$ cat src/rtl/sa_control_if.sv
// Instruction and array/memory control bundle for sa_control.
// The controller side is the slave modport; the instruction source is the master.
interface sa_control_if #(
    parameter int DATA_WIDTH = 8,
    parameter int N          = 4
);
    localparam int IDX_W   = $clog2(N);
    localparam int INSTR_W = 3 + 2 * IDX_W + DATA_WIDTH;

    // instruction is qualified by instr_valid; there is no backpressure, so
    // every rising edge with instr_valid=1 accepts the word.
    logic                    instr_valid;
    logic [INSTR_W-1:0]      instruction;

    logic                    busy;
    logic                    done;

    logic                    array_write_enable;
    logic [IDX_W-1:0]        array_output_row;
    logic [IDX_W-1:0]        array_output_col;
    logic                    result_valid;

    logic [DATA_WIDTH-1:0]   mema_data_in;
    logic                    mema_write_enable;
    logic [IDX_W-1:0]        mema_write_line;
    logic [IDX_W-1:0]        mema_write_elem;
    logic [N-1:0]            mema_read_enable;
    logic [N*IDX_W-1:0]      mema_read_elem;

    logic [DATA_WIDTH-1:0]   memb_data_in;
    logic                    memb_write_enable;
    logic [IDX_W-1:0]        memb_write_line;
    logic [IDX_W-1:0]        memb_write_elem;
    logic [N-1:0]            memb_read_enable;
    logic [N*IDX_W-1:0]      memb_read_elem;

    modport master (
        output instr_valid, instruction,
        input  busy, done,
        input  array_write_enable, array_output_row, array_output_col, result_valid,
        input  mema_data_in, mema_write_enable, mema_write_line, mema_write_elem,
        input  mema_read_enable, mema_read_elem,
        input  memb_data_in, memb_write_enable, memb_write_line, memb_write_elem,
        input  memb_read_enable, memb_read_elem
    );

    modport slave (
        input  instr_valid, instruction,
        output busy, done,
        output array_write_enable, array_output_row, array_output_col, result_valid,
        output mema_data_in, mema_write_enable, mema_write_line, mema_write_elem,
        output mema_read_enable, mema_read_elem,
        output memb_data_in, memb_write_enable, memb_write_line, memb_write_elem,
        output memb_read_enable, memb_read_elem
    );
endinterface

$ cat src/rtl/sa_control.sv
// Systolic array sequencer: decodes START/STOP/LOAD/STORE and skews the A/B feed.
// Optional sticky err output for rejected commands is enabled by SA_CTRL_ERR_EN.
module sa_control #(
    parameter int DATA_WIDTH = 8,
    parameter int N          = 4
) (
    input  logic        clk,
    input  logic        rst,
`ifdef SA_CTRL_ERR_EN
    output logic        err,
`endif
    sa_control_if.slave bus
);
    localparam int IDX_W   = $clog2(N);
    localparam int INSTR_W = 3 + 2 * IDX_W + DATA_WIDTH;
    localparam int CNT_W   = $clog2(2 * N + 2);

    localparam logic [CNT_W-1:0] CNT_LAST = CNT_W'(2 * N + 1);

    localparam logic [1:0] OP_START = 2'b00;
    localparam logic [1:0] OP_STOP  = 2'b01;
    localparam logic [1:0] OP_LOAD  = 2'b10;
    localparam logic [1:0] OP_STORE = 2'b11;

    localparam logic [0:0] ST_IDLE = 1'b0;
    localparam logic [0:0] ST_RUN  = 1'b1;

    logic [1:0]            f_opcode;
    logic                  f_mem_sel;
    logic [IDX_W-1:0]      f_row;
    logic [IDX_W-1:0]      f_col;
    logic [DATA_WIDTH-1:0] f_data;

    assign f_opcode  = bus.instruction[INSTR_W-1 -: 2];
    assign f_mem_sel = bus.instruction[INSTR_W-3];
    assign f_row     = bus.instruction[DATA_WIDTH+IDX_W +: IDX_W];
    assign f_col     = bus.instruction[DATA_WIDTH +: IDX_W];
    assign f_data    = bus.instruction[DATA_WIDTH-1:0];

    logic acc_start;
    logic acc_stop;
    logic acc_load;
    logic acc_store;

    assign acc_start = bus.instr_valid && (f_opcode == OP_START);
    assign acc_stop  = bus.instr_valid && (f_opcode == OP_STOP);
    assign acc_load  = bus.instr_valid && (f_opcode == OP_LOAD);
    assign acc_store = bus.instr_valid && (f_opcode == OP_STORE);

    logic [0:0]            state_q,    state_d;
    logic [CNT_W-1:0]      cnt_q,      cnt_d;
    logic                  done_q,     done_d;
    logic                  we_a_q,     we_a_d;
    logic                  we_b_q,     we_b_d;
    logic [DATA_WIDTH-1:0] ld_data_q,  ld_data_d;
    logic [IDX_W-1:0]      ld_line_q,  ld_line_d;
    logic [IDX_W-1:0]      ld_elem_q,  ld_elem_d;
    logic                  rv_q,       rv_d;
    logic [IDX_W-1:0]      out_row_q,  out_row_d;
    logic [IDX_W-1:0]      out_col_q,  out_col_d;

    logic running;
    assign running = (state_q == ST_RUN);

    // Run sequencer: cnt walks 0..2N+1 while running; only natural completion pulses done.
    always_comb begin
        state_d = state_q;
        cnt_d   = cnt_q;
        done_d  = 1'b0;
        case (state_q)
            ST_IDLE: begin
                if (acc_start) begin
                    state_d = ST_RUN;
                    cnt_d   = '0;
                end
            end
            ST_RUN: begin
                if (acc_stop) begin
                    state_d = ST_IDLE;
                    cnt_d   = '0;
                end else if (cnt_q == CNT_LAST) begin
                    state_d = ST_IDLE;
                    cnt_d   = '0;
                    done_d  = 1'b1;
                end else begin
                    cnt_d = cnt_q + CNT_W'(1);
                end
            end
            default: begin
                state_d = ST_IDLE;
                cnt_d   = '0;
            end
        endcase
    end

    // LOAD works in either state; the captured word feeds both memory ports.
    always_comb begin
        we_a_d    = acc_load && !f_mem_sel;
        we_b_d    = acc_load && f_mem_sel;
        ld_data_d = ld_data_q;
        ld_line_d = ld_line_q;
        ld_elem_d = ld_elem_q;
        if (acc_load) begin
            ld_data_d = f_data;
            ld_line_d = f_row;
            ld_elem_d = f_col;
        end
    end

    always_comb begin
        rv_d      = 1'b0;
        out_row_d = out_row_q;
        out_col_d = out_col_q;
        if (acc_store && !running) begin
            rv_d      = 1'b1;
            out_row_d = f_row;
            out_col_d = f_col;
        end
    end

    always_ff @(posedge clk or posedge rst) begin
        if (rst) begin
            state_q   <= ST_IDLE;
            cnt_q     <= '0;
            done_q    <= 1'b0;
            we_a_q    <= 1'b0;
            we_b_q    <= 1'b0;
            ld_data_q <= '0;
            ld_line_q <= '0;
            ld_elem_q <= '0;
            rv_q      <= 1'b0;
            out_row_q <= '0;
            out_col_q <= '0;
        end else begin
            state_q   <= state_d;
            cnt_q     <= cnt_d;
            done_q    <= done_d;
            we_a_q    <= we_a_d;
            we_b_q    <= we_b_d;
            ld_data_q <= ld_data_d;
            ld_line_q <= ld_line_d;
            ld_elem_q <= ld_elem_d;
            rv_q      <= rv_d;
            out_row_q <= out_row_d;
            out_col_q <= out_col_d;
        end
    end

`ifdef SA_CTRL_ERR_EN
    logic err_q, err_d;

    always_comb begin
        err_d = err_q;
        if ((acc_start || acc_store) && running) begin
            err_d = 1'b1;
        end else if (acc_stop && !running) begin
            err_d = 1'b0;
        end
    end

    always_ff @(posedge clk or posedge rst) begin
        if (rst) begin
            err_q <= 1'b0;
        end else begin
            err_q <= err_d;
        end
    end

    assign err = err_q;
`endif

    // Lane i is fed for N cycles starting at cnt=i+1, giving the diagonal skew.
    logic [N-1:0]       rd_en;
    logic [N*IDX_W-1:0] rd_elem;

    always_comb begin
        rd_en   = '0;
        rd_elem = '0;
        for (int i = 0; i < N; i++) begin
            if (running && (int'(cnt_q) > i) && (int'(cnt_q) < i + N + 1)) begin
                rd_en[i]                   = 1'b1;
                rd_elem[i*IDX_W +: IDX_W]  = IDX_W'(int'(cnt_q) - i - 1);
            end
        end
    end

    assign bus.busy               = running;
    assign bus.done               = done_q;
    assign bus.array_write_enable = running;
    assign bus.array_output_row   = out_row_q;
    assign bus.array_output_col   = out_col_q;
    assign bus.result_valid       = rv_q;

    assign bus.mema_data_in       = ld_data_q;
    assign bus.mema_write_enable  = we_a_q;
    assign bus.mema_write_line    = ld_line_q;
    assign bus.mema_write_elem    = ld_elem_q;
    assign bus.mema_read_enable   = rd_en;
    assign bus.mema_read_elem     = rd_elem;

    assign bus.memb_data_in       = ld_data_q;
    assign bus.memb_write_enable  = we_b_q;
    assign bus.memb_write_line    = ld_line_q;
    assign bus.memb_write_elem    = ld_elem_q;
    assign bus.memb_read_enable   = rd_en;
    assign bus.memb_read_elem     = rd_elem;
endmodule

$ cat src/flat_wrapper.sv
// flat-port wrapper written by rule: the top's interface ports become plain ports
module sa_control_flat 
#(
    parameter int DATA_WIDTH = 8,
    parameter int N          = 4
)
  (clk, rst, bus_instr_valid, bus_instruction, bus_busy, bus_done, bus_array_write_enable, bus_array_output_row, bus_array_output_col, bus_result_valid, bus_mema_data_in, bus_mema_write_enable, bus_mema_write_line, bus_mema_write_elem, bus_mema_read_enable, bus_mema_read_elem, bus_memb_data_in, bus_memb_write_enable, bus_memb_write_line, bus_memb_write_elem, bus_memb_read_enable, bus_memb_read_elem);
  sa_control_if #(.DATA_WIDTH(DATA_WIDTH), .N(N)) bus_i ();
  input  logic clk;
  input  logic rst;
  input wire logic [$bits(bus_i.instr_valid)-1:0] bus_instr_valid;
  input wire logic [$bits(bus_i.instruction)-1:0] bus_instruction;
  output wire logic [$bits(bus_i.busy)-1:0] bus_busy;
  output wire logic [$bits(bus_i.done)-1:0] bus_done;
  output wire logic [$bits(bus_i.array_write_enable)-1:0] bus_array_write_enable;
  output wire logic [$bits(bus_i.array_output_row)-1:0] bus_array_output_row;
  output wire logic [$bits(bus_i.array_output_col)-1:0] bus_array_output_col;
  output wire logic [$bits(bus_i.result_valid)-1:0] bus_result_valid;
  output wire logic [$bits(bus_i.mema_data_in)-1:0] bus_mema_data_in;
  output wire logic [$bits(bus_i.mema_write_enable)-1:0] bus_mema_write_enable;
  output wire logic [$bits(bus_i.mema_write_line)-1:0] bus_mema_write_line;
  output wire logic [$bits(bus_i.mema_write_elem)-1:0] bus_mema_write_elem;
  output wire logic [$bits(bus_i.mema_read_enable)-1:0] bus_mema_read_enable;
  output wire logic [$bits(bus_i.mema_read_elem)-1:0] bus_mema_read_elem;
  output wire logic [$bits(bus_i.memb_data_in)-1:0] bus_memb_data_in;
  output wire logic [$bits(bus_i.memb_write_enable)-1:0] bus_memb_write_enable;
  output wire logic [$bits(bus_i.memb_write_line)-1:0] bus_memb_write_line;
  output wire logic [$bits(bus_i.memb_write_elem)-1:0] bus_memb_write_elem;
  output wire logic [$bits(bus_i.memb_read_enable)-1:0] bus_memb_read_enable;
  output wire logic [$bits(bus_i.memb_read_elem)-1:0] bus_memb_read_elem;
  assign bus_i.instr_valid = bus_instr_valid;
  assign bus_i.instruction = bus_instruction;
  assign bus_busy = bus_i.busy;
  assign bus_done = bus_i.done;
  assign bus_array_write_enable = bus_i.array_write_enable;
  assign bus_array_output_row = bus_i.array_output_row;
  assign bus_array_output_col = bus_i.array_output_col;
  assign bus_result_valid = bus_i.result_valid;
  assign bus_mema_data_in = bus_i.mema_data_in;
  assign bus_mema_write_enable = bus_i.mema_write_enable;
  assign bus_mema_write_line = bus_i.mema_write_line;
  assign bus_mema_write_elem = bus_i.mema_write_elem;
  assign bus_mema_read_enable = bus_i.mema_read_enable;
  assign bus_mema_read_elem = bus_i.mema_read_elem;
  assign bus_memb_data_in = bus_i.memb_data_in;
  assign bus_memb_write_enable = bus_i.memb_write_enable;
  assign bus_memb_write_line = bus_i.memb_write_line;
  assign bus_memb_write_elem = bus_i.memb_write_elem;
  assign bus_memb_read_enable = bus_i.memb_read_enable;
  assign bus_memb_read_elem = bus_i.memb_read_elem;
  sa_control #(.DATA_WIDTH(DATA_WIDTH), .N(N)) u_core (.clk(clk), .rst(rst), .bus(bus_i));
endmodule
$ cat config.mk
export PLATFORM = sky130hd
export DESIGN_NAME = sa_control_flat
export DESIGN_NICKNAME = d
export VERILOG_FILES = /design/src/rtl/sa_control_if.sv /design/src/rtl/sa_control.sv /design/src/flat_wrapper.sv
export SDC_FILE = /design/constraint.sdc
export NUM_CORES = 1
export LEC_CHECK = 0
export CAP_MARGIN = 30
export CORE_MARGIN = 2
export CORE_UTILIZATION = 42
export DETAILED_ROUTE_END_ITERATION = 10
export PLACE_DENSITY_LB_ADDON = 0.3
export SLEW_MARGIN = 10
export SYNTH_ARGS = -nofsm -noshare
export SYNTH_HDL_FRONTEND = slang
export SYNTH_SLANG_ARGS = --single-unit
$ cat constraint.sdc
create_clock -name clk -period 4.5 [get_ports clk]
set_clock_uncertainty 0.1 [all_clocks]
set_input_delay 0.9 -clock clk [delete_from_list [all_inputs] [get_ports clk]]
set_output_delay 0.9 -clock clk [all_outputs]
set_load 0.05 [all_outputs]
=== Yosys cells after proc, flatten, opt, wreduce, memory -nomap -nowiden ===
Index checks and enable logic that the tools add are counted.

* Output and inout port bits: 58
* Input bits: 18
* Flip-flop bits (word level): 25

* Add/sub/neg operators: 7
* $lt $le $gt $ge: 8
* Reductions and logical operators: 18
* Bitwise operators: 1
* Eq/ne operators: 5
* Mux-type cells: 20

{| class="wikitable"
|+ Operators by type and width
! cell !! count
|-
| 1-bit logical AND || 15
|-
| 4-bit by 3-bit < comparator with 1-bit output (second input constant) || 3
|-
| 4-bit two-way mux || 3
|-
| 1-bit two-way mux || 11
|-
| 2-bit subtractor (second input constant) || 5
|-
| 4-bit by 1-bit greater-than comparator with 1-bit output (second input constant) || 2
|-
| 4-bit by 2-bit greater-than comparator with 1-bit output (second input constant) || 2
|-
| 2-bit two-way mux || 4
|-
| 4-bit one-hot mux with 2 select lines || 1
|-
| 4-bit by 1-bit adder with 4-bit output (second input constant) || 1
|-
| 2-bit equality test (second input constant) || 2
|-
| 4-bit equality test (second input constant) || 1
|-
| 4-bit < comparator (second input constant) || 1
|-
| 2-bit by 1-bit equality test with 1-bit output (second input constant) || 1
|-
| 1-bit zero test || 2
|-
| 2-bit zero test || 1
|-
| 2-bit by 1-bit inequality test with 1-bit output (second input constant) || 1
|-
| 1-bit one-hot mux with 2 select lines || 1
|-
| 2-bit by 1-bit subtractor with 2-bit output (second input constant) || 1
|-
| 1-bit inverter || 1
|}

=== Depth between registers and ports, before layout ===
Gate-level depths: netlist (run 1).

* Depth in word-level cells: 4
* Depth in mapped cells: 7

=== Worst setup path before layout (run 1) ===
OpenSTA, ideal clock, no wires.

* Path kind: register -> output
* Start point: register u_core.state_q (netlist: u_core.bus.array_write_enable)
* End point: output port bus_memb_read_elem[5]
* Arrival time: 2.687 ns
* Setup slack: 0.813 ns
* Path buffers: 1
* Stages on the path, launching flop included: 5
* Cells stage by stage: dfrtp_1 > nand2b_2 > a21oi_1 > and2_1 > buf_4

* Longest elaborated chain between the ends: 3

{| class="wikitable"
|+ Ends and longest elaborated chain
! item !! line !! source
|-
| from (decl) || sa_control.sv:50 || <nowiki>logic [0:0] state_q, state_d;</nowiki>
|-
| from (signal assigned) || sa_control.sv:135 || <nowiki>state_q <= state_d;</nowiki>
|-
| 1-bit logical AND (2 in series) || sa_control.sv:180 || <nowiki>if (running && (int'(cnt_q) > i) && (int'(cnt_q) < i + N + 1)) begin</nowiki>
|-
| 2-bit two-way mux || sa_control.sv:180 ||
|-
| to (decl) || flat_wrapper.sv:30 || <nowiki>output wire logic [$bits(bus_i.memb_read_elem)-1:0] bus_memb_read_elem;</nowiki>
|}

No other way between the ends.

=== Worst setup path after layout (run 1) ===
* Start point: register u_core.cnt_q[0]
* End point: output port bus_memb_read_elem[2]

* Longest elaborated chain between the ends: 4
* Elaborated cells between the ends (all ways): 7
* Classes of those cells: 2 x add/sub; 2 x order compare; 1 x mux; 2 x reduce/logical

{| class="wikitable"
|+ Ends and longest elaborated chain
! item !! line !! source
|-
| from (decl) || sa_control.sv:51 || <nowiki>logic [CNT_W-1:0] cnt_q, cnt_d;</nowiki>
|-
| from (signal assigned) || sa_control.sv:136 || <nowiki>cnt_q <= cnt_d;</nowiki>
|-
| branches (longest 3 deep; another with 2-bit by 1-bit subtractor with 2-bit output) || -- ||
|-
| 2-bit two-way mux (*) || sa_control.sv:180 ||
|}

Every way passes the cells marked *.

==> impl.org, run 1 <==
** Outcome
- The flow ran to the end, and the final reports show no timing, DRC or antenna violations.

** Floorplanning
- The floorplan step set the die width to a little over 60 um.
- Number of standard-cell rows in the floorplan :: 21
- Top-level port count :: between 70 and 80
- Effective utilization at floorplan :: a little over two fifths
- Die area :: between 0.003 and 0.004 mm2
- The core region is 0.00328 mm2.
- The floorplan step set the die height to roughly 62 um.

** Run
- The tool flagged a number of max-cap violations equal to 0.

** Layout
- At the end of the flow, the number of nets in the layout was 200.
- Relative to the synthesized area, the layout overhead comes to 46.3%.
- In the final layout, the share of cells above drive strength 1 is under 10%.
- Antenna cell count :: 0

** Global route
- The first global-routing pass estimated roughly 4300 um of wire.
- Vias in the first global route :: between 900 and 1k
- Total overflow reported by the global router :: 0
- Initial antenna violation count :: 0
- Total global-route track usage :: between 10% and 20%
- Entering global routing, the biggest net connects 26 pins.

** Hold path
- Number of cells on the worst hold path :: 1
- Worst hold path type :: reg2reg

** Critical path
- The worst setup path is captured at an output port.
- Critical path start-end classification :: reg2out
- Worst Path Max Fanout :: 11
- Data on the critical path arrives at its endpoint at 2770 ps.
- The worst setup path is launched from a flop.
- Cell type of the slowest stage on the worst timing path :: clkdlybuf4s50_1
- At the worst endpoint, the required time is between 3000 and 4000 ps.
- Number of cell instances on the worst register-to-register path :: 4
- Crit path largest cell delay :: ~810 ps
- Traced cell by cell, the critical path runs through inv_1, ha_1, or3_4, a21oi_4, and2_1, clkdlybuf4s50_1.

** STA
- At the pin with the least slew margin, the transition time is roughly 520 ps.
- Measured against its own limit, the worst slew margin works out to approximately 65%.
- Total negative slack :: 0 ps
- Highest attainable clock frequency :: around 270 MHz
- The final max-slew violation count came to 0.
- Number of setup violations in the final report :: 0
- Setup repair after global routing missed its margin :: no
- Of the available clock period, the critical path in the final layout requires between 80 and 90%.
- Subtracting the final worst setup slack from the clock period gives between 3000 and 4000 ps.
- The number of hold violations in the final report is 0.

** Logic synthesis
- Summing every instance area after synthesis gives around 0.0014 mm2.
- The synthesized design spends more area on one cell type than any other, namely dfrtp_1.
- Counting flops and latches in the post-synthesis netlist gives 25.
- Area contributors post-synth :: dfrtp_1, buf_4, mux2_1
- Top cell types by occurrence after synthesis :: buf_4, dfrtp_1, mux2_1
- Cell variety after synth :: 34
- Mean instance size in the synthesized netlist :: about 11 um2
- Fraction of synthesized cell area taken by the top area cell type :: approximately 44%
- Most frequently used flop master after synthesis :: dfrtp_1
- The Yosys step of the flow raised 0 warnings.
- Post-Syn Instances :: between 100 and 150
- Share of flip-flops with an asynchronous set or reset after synthesis :: between 90% and 100%
- The number of nets handed over by synthesis was ~150.
- Yosys mapped a number of flops with a built-in enable equal to 0.
- Sequential cell area fraction in the yosys report :: 44.5%

** Drt
- Wires add up to 2830 um.
- The first detailed-routing pass ran for 4 iterations.
- Final routed wire length divided by cell count :: about 13 um
- Vias per cell :: around 4.6
- Summing over every cut layer, the via total after detailed routing is a little over 1k.
- DRC violation count after routing :: 0
- The detail route stage leaves a number of antenna-violating nets equal to 0.
- In this run, the number of DRC markers left after iteration 0 of detailed routing was 12.

** Clocking
- CTS Hold Bufs :: 0
- CTS built an H-tree with a depth of 1.
- In this run the deepest clock path goes through 2 buffers.
- After clock tree synthesis, the repair step resized 0 gates.
- Sink Count :: 25
- Post-CTS setup buffer count :: 0
- Clk root buf :: clkbuf_4
- Total clock buffers created by CTS :: 3
- Clk pin slew, worst setup/hold paths :: ~140 ps
- TritonCTS clock tree :: yes
- The later pin in the worst-skew pair is clocked with a latency of about 300 ps.

** Placed design
- The congestion estimate from routability-driven global placement came to around 0.86.
- Placed wire-length estimate after detailed placement :: 2290 um
- The count of buffers added on input and output ports is 75.
[stage by stage]
stage / hold slack, ps / cells / worst slack, ps / utilization (%) / cell area (um2)
floorplan: 409 / 125 / 813 / - / 1410
global placement: 374 / 218 / 1160 / 60.9 / 2000
detailed placement: 390 / 218 / 1070 / 60.9 / 2000
CTS: 421 / 222 / 701 / 61.8 / 2030
global route: 441 / 223 / 536 / 62.6 / 2060
finish: 413 / 223 / 732 / 62.6 / 2060
[registers in the layout, indices dropped and copies added, names as in the netlist]
register                       count
u_core.bus.mema_data_in            8
u_core.bus.done                    1
u_core.bus.mema_write_line         2
u_core.cnt_q                       4
u_core.bus.array_write_enable      1
u_core.bus.memb_write_enable       1
u_core.bus.array_output_row        2
u_core.bus.result_valid            1
u_core.bus.mema_write_enable       1
u_core.bus.array_output_col        2
u_core.bus.mema_write_elem         2
[placed cells by master (no fill, tap or decap), types with 4 or more instances in the layout]
master,instances
nor2_1,6
mux2_1,11
ha_1,4
dfrtp_1,25
mux2_2,5
clkdlybuf4s50_1,75
inv_1,9
[worst paths after layout]
path | startpoint | end | slack, ps
setup / recovery | u_core.cnt_q[0] | bus_memb_read_elem[2] | 730
hold / removal | u_core.bus.array_output_row[1] | u_core.bus.array_output_row[1] | 410
setup reg to reg | u_core.cnt_q[0] | u_core.cnt_q[1] | 3050
hold reg to reg | u_core.bus.array_output_row[1] | u_core.bus.array_output_row[1] | 410
max in group asynchronous | rst | u_core.bus.array_write_enable | 3220
min in group asynchronous | rst | u_core.bus.mema_data_in[0] | 690
[cell families after synthesis]
group	synth area share [%]
compound gates	6.23
simple gates	13.7
xor+xnor	1.25
flops	44.5
mux	12.8
fa+ha+maj	3.56
buf+inv	18.0
[metal layers]
| metal | part of all wire (%) | track usage [%] |
|---|---|---|
| met5 | 0 | 0 |
| met4 | 0.67 | 6.38 |
| met3 | 7.1 | 3.73 |
| met2 | 52 | 26.9 |
| met1 | 40 | 18.2 |
[worst max-delay path, delay by kind of cell (launching register included)]
family	cells	cell delay, ps
AO/OA/AOI/OAI	1	170
adder cells (fa/ha/maj)	1	240
buffers and inverters	2	950
flip-flops	1	570
AND/OR/NAND/NOR	2	540
[area by class of cell]
class | count | area (um2)
clock buffer | 3 | 22.5
clock inverter | 1 | 7.51
fill | 278 | 1230
inverter | 10 | 37.5
multi-input combinational | 62 | 528
sequential | 25 | 626
tap | 46 | 57.6
timing repair buffer | 76 | 778
Power of run 1 is not shown: default switching activity piles up to over one toggle a cycle in this logic, so the estimate is an artifact.
==> run 2, diff against run 1 <==
--- a/config.mk
+++ b/config.mk
@@ -7,7 +7,7 @@
 export LEC_CHECK = 0
 export CAP_MARGIN = 30
 export CORE_MARGIN = 2
-export CORE_UTILIZATION = 42
+export CORE_UTILIZATION = 39
 export DETAILED_ROUTE_END_ITERATION = 10
 export PLACE_DENSITY_LB_ADDON = 0.3
 export SLEW_MARGIN = 10
==> constraint.sdc (replaced) <==
create_clock -name clk -period 3.9 [get_ports clk]
set_clock_uncertainty 0.1 [all_clocks]
set_input_delay 0.78 -clock clk [delete_from_list [all_inputs] [get_ports clk]]
set_output_delay 0.78 -clock clk [all_outputs]
set_load 0.05 [all_outputs]
==> run 2 against run 1 <==
  * Flip-flop and latch count unchanged
  * Global-route usage shrank 1.7 points
  * Routed wire length decreased by 2.0%
  * Utilization decreased by 2.3 points
  * First-iteration DRC count rose to 4.3 times the previous value
  * Cell area down 0.61%
  * Critical endpoint unchanged
==> impl.org, run 2 (same netlist as run 1, synthesis figures left out) <==
** Drt
- The first detailed-routing pass took 4 iterations.
- The final route contains between 1k and 1.5k vias.
- DRC violation count after routing :: 0
- In this run the remaining antenna-violating nets after routing total 0.
- Final routed wire length divided by cell count :: between 10 and 15 um
- The detailed router finished its first iteration with between 50 and 60 violations.
- Total length of routed wires :: 2770 um
- Vias per cell :: between 4 and 5

** Floorplanning
- Top-level port count :: 76
- Die area :: about 0.0041 mm2
- The die is 64.1 um wide.
- Height of the die :: between 60 and 70 um
- In this run the standard cell core region covers between 0.003 and 0.004 mm2.
- For this configuration, the core starts out at a cell density of between 40 and 50%.
- The floorplan has 21 rows.

** Global route
- The global routing stage identified its most utilized layer as met2.
- The via count of the first global-routing pass was 977.
- Fraction of met1 tracks used by global routing :: between 15 and 20%
- Entering global routing, the biggest net connects 26 pins.
- For this run, the total global-route usage over all layers was measured as roughly 14%.
- Met2 global-route usage :: 25.5%
- For this run the aggregate overflow at the end of global routing stands at 0.
- Grt met3 use :: approximately 2.3%
- The number of antenna violations at the first check in global routing came to 0.
- First-pass GRT wire length :: between 4000 and 5000 um

** STA
- Fin crit share :: 93.9%
- Highest attainable clock frequency :: approximately 270 MHz
- Setup violations remaining at the end of the flow were counted as 0.
- Measured against its own limit, the worst slew margin works out to 65.3%.
- Pins Over Slew Limit :: 0
- The worst path in the final design needs a cycle of 3660 ps, including I/O delays and setup.
- Setup repair after global routing left no endpoint under its margin.
- Slew at the pin with the worst max-slew slack :: 519 ps
- The number of hold violations in the final report is 0.
- Setup total negative slack on the finished layout was measured at 0 ps.

** Critical path
- Measured in cells, the most critical reg-to-reg path has a length of 4.
- Cell type of the slowest stage on the worst timing path :: clkdlybuf4s50_1
- Setup crit end kind :: output port
- At the worst endpoint, the arrival time is 2780 ps.
- Of all nets on the critical path, the largest fanout is 11.
- Type of element launching the critical path :: flop
- In this design, the stage delay of the slowest critical-path cell is about 800 ps.
- The worst setup path is of the reg2out kind.
- Critical path cell sequence :: inv_1, ha_1, or3_4, a21oi_4, and2_1, clkdlybuf4s50_1
- STA puts the critical path data required time at just over 3000 ps.

** Clocking
- TritonCTS built the clock tree.
- Clk Latency, worst-skew pair :: 310 ps
- No sink is reached through more buffers than the 2 on the longest clock path.
- Buffers inserted during clock tree synthesis total 3.
- The root buffer cell chosen for the clock tree is clkbuf_4.
- Counting every sink on the clock net gives 25.
- Post-CTS setup buffer count :: 0
- After clock tree synthesis, the clock-pin slew on the worst setup and hold paths is 150 ps.
- PostCTS Resize Cnt :: 0
- CTS Hold Bufs :: 0
- # H-tree levels :: 1

** Hold path
- Number of cells on the worst hold path :: 1
- The path class of the tightest hold or removal check is reg2reg.

** Layout
- Summing all non-filler instances in the final layout gives an area of 0.00204 mm2.
- Growth of design area from synthesis to finish :: 45.4%
- The library cell used most frequently in the layout, excluding fill and tap cells, is clkdlybuf4s50_1.
- The number of antenna diodes in the final layout is 0.
- Most used cells in the layout excluding fill and tap cells :: clkdlybuf4s50_1, dfrtp_1, mux2_1
- At the end of the flow, the number of nets in the layout was 200.
- Fraction of layout cells with a size suffix above 1 :: approximately a tenth
- Flip-flop count of the largest register after layout :: 8

** Placed design
- Placed wire-length estimate after detailed placement :: roughly 2200 um
- Summing all placed instances gives a cell area of 0.00200 mm2.
- The count of buffers added on input and output ports is 75.
- The congestion estimate from routability-driven global placement came to ~0.84.

** Run
- Max-cap violations in this run came to 0.

** Outcome
- Outcome :: finished clean
==> run 2: worst paths after layout <==
check,slack [ps],startpoint,to
setup reg to reg,2450,u_core.cnt_q[0],u_core.cnt_q[2]
min in group asynchronous,670,rst,u_core.bus.mema_data_in[2]
max in group asynchronous,2560,rst,u_core.bus.mema_write_line[1]
setup / recovery,240,u_core.cnt_q[0],bus_memb_read_elem[2]
hold reg to reg,420,u_core.bus.array_output_col[1],u_core.bus.array_output_col[1]
hold / removal,420,u_core.bus.array_output_col[1],u_core.bus.array_output_col[1]
==> run 2: layer usage <==
metal / vias up / share of wire (%)
met5: - / 0
met1: 494 / 40
met4: 0 / 1.1
met2: 48 / 52
li1: 496 / -
met3: 4 / 7.3
==> run 2: metrics by stage <==
| stage | utilization (%) | hold WS (ps) | setup slack [ps] | instances |
|---|---|---|---|---|
| floorplan | - | 409 | 333 | 125 |
| global placement | 59.0 | 374 | 659 | 218 |
| detailed placement | 59.0 | 385 | 568 | 218 |
| CTS | 59.9 | 417 | 193 | 222 |
| global route | 60.3 | 441 | 90.5 | 223 |
| finish | 60.3 | 415 | 238 | 223 |
==> run 2: critical path: cells and delay by family, from the launching register on <==
kind,cells,cell delay [ps]
fa+ha+maj,1,240
buf+inv,2,940
compound gates,1,180
simple gates,2,540
flops,1,570
==> run 2: area by class of cell <==
| type | count | area [um2] |
|---|---|---|
| Clock inverter | 1 | 7.51 |
| Multi-Input combinational cell | 62 | 528 |
| Clock buffer | 3 | 22.5 |
| Sequential cell | 25 | 626 |
| Fill cell | 270 | 1350 |
| Inverter | 10 | 37.5 |
| Timing Repair Buffer | 76 | 766 |
| Tap cell | 46 | 57.6 |
Power of run 2 is left out for the same reason.
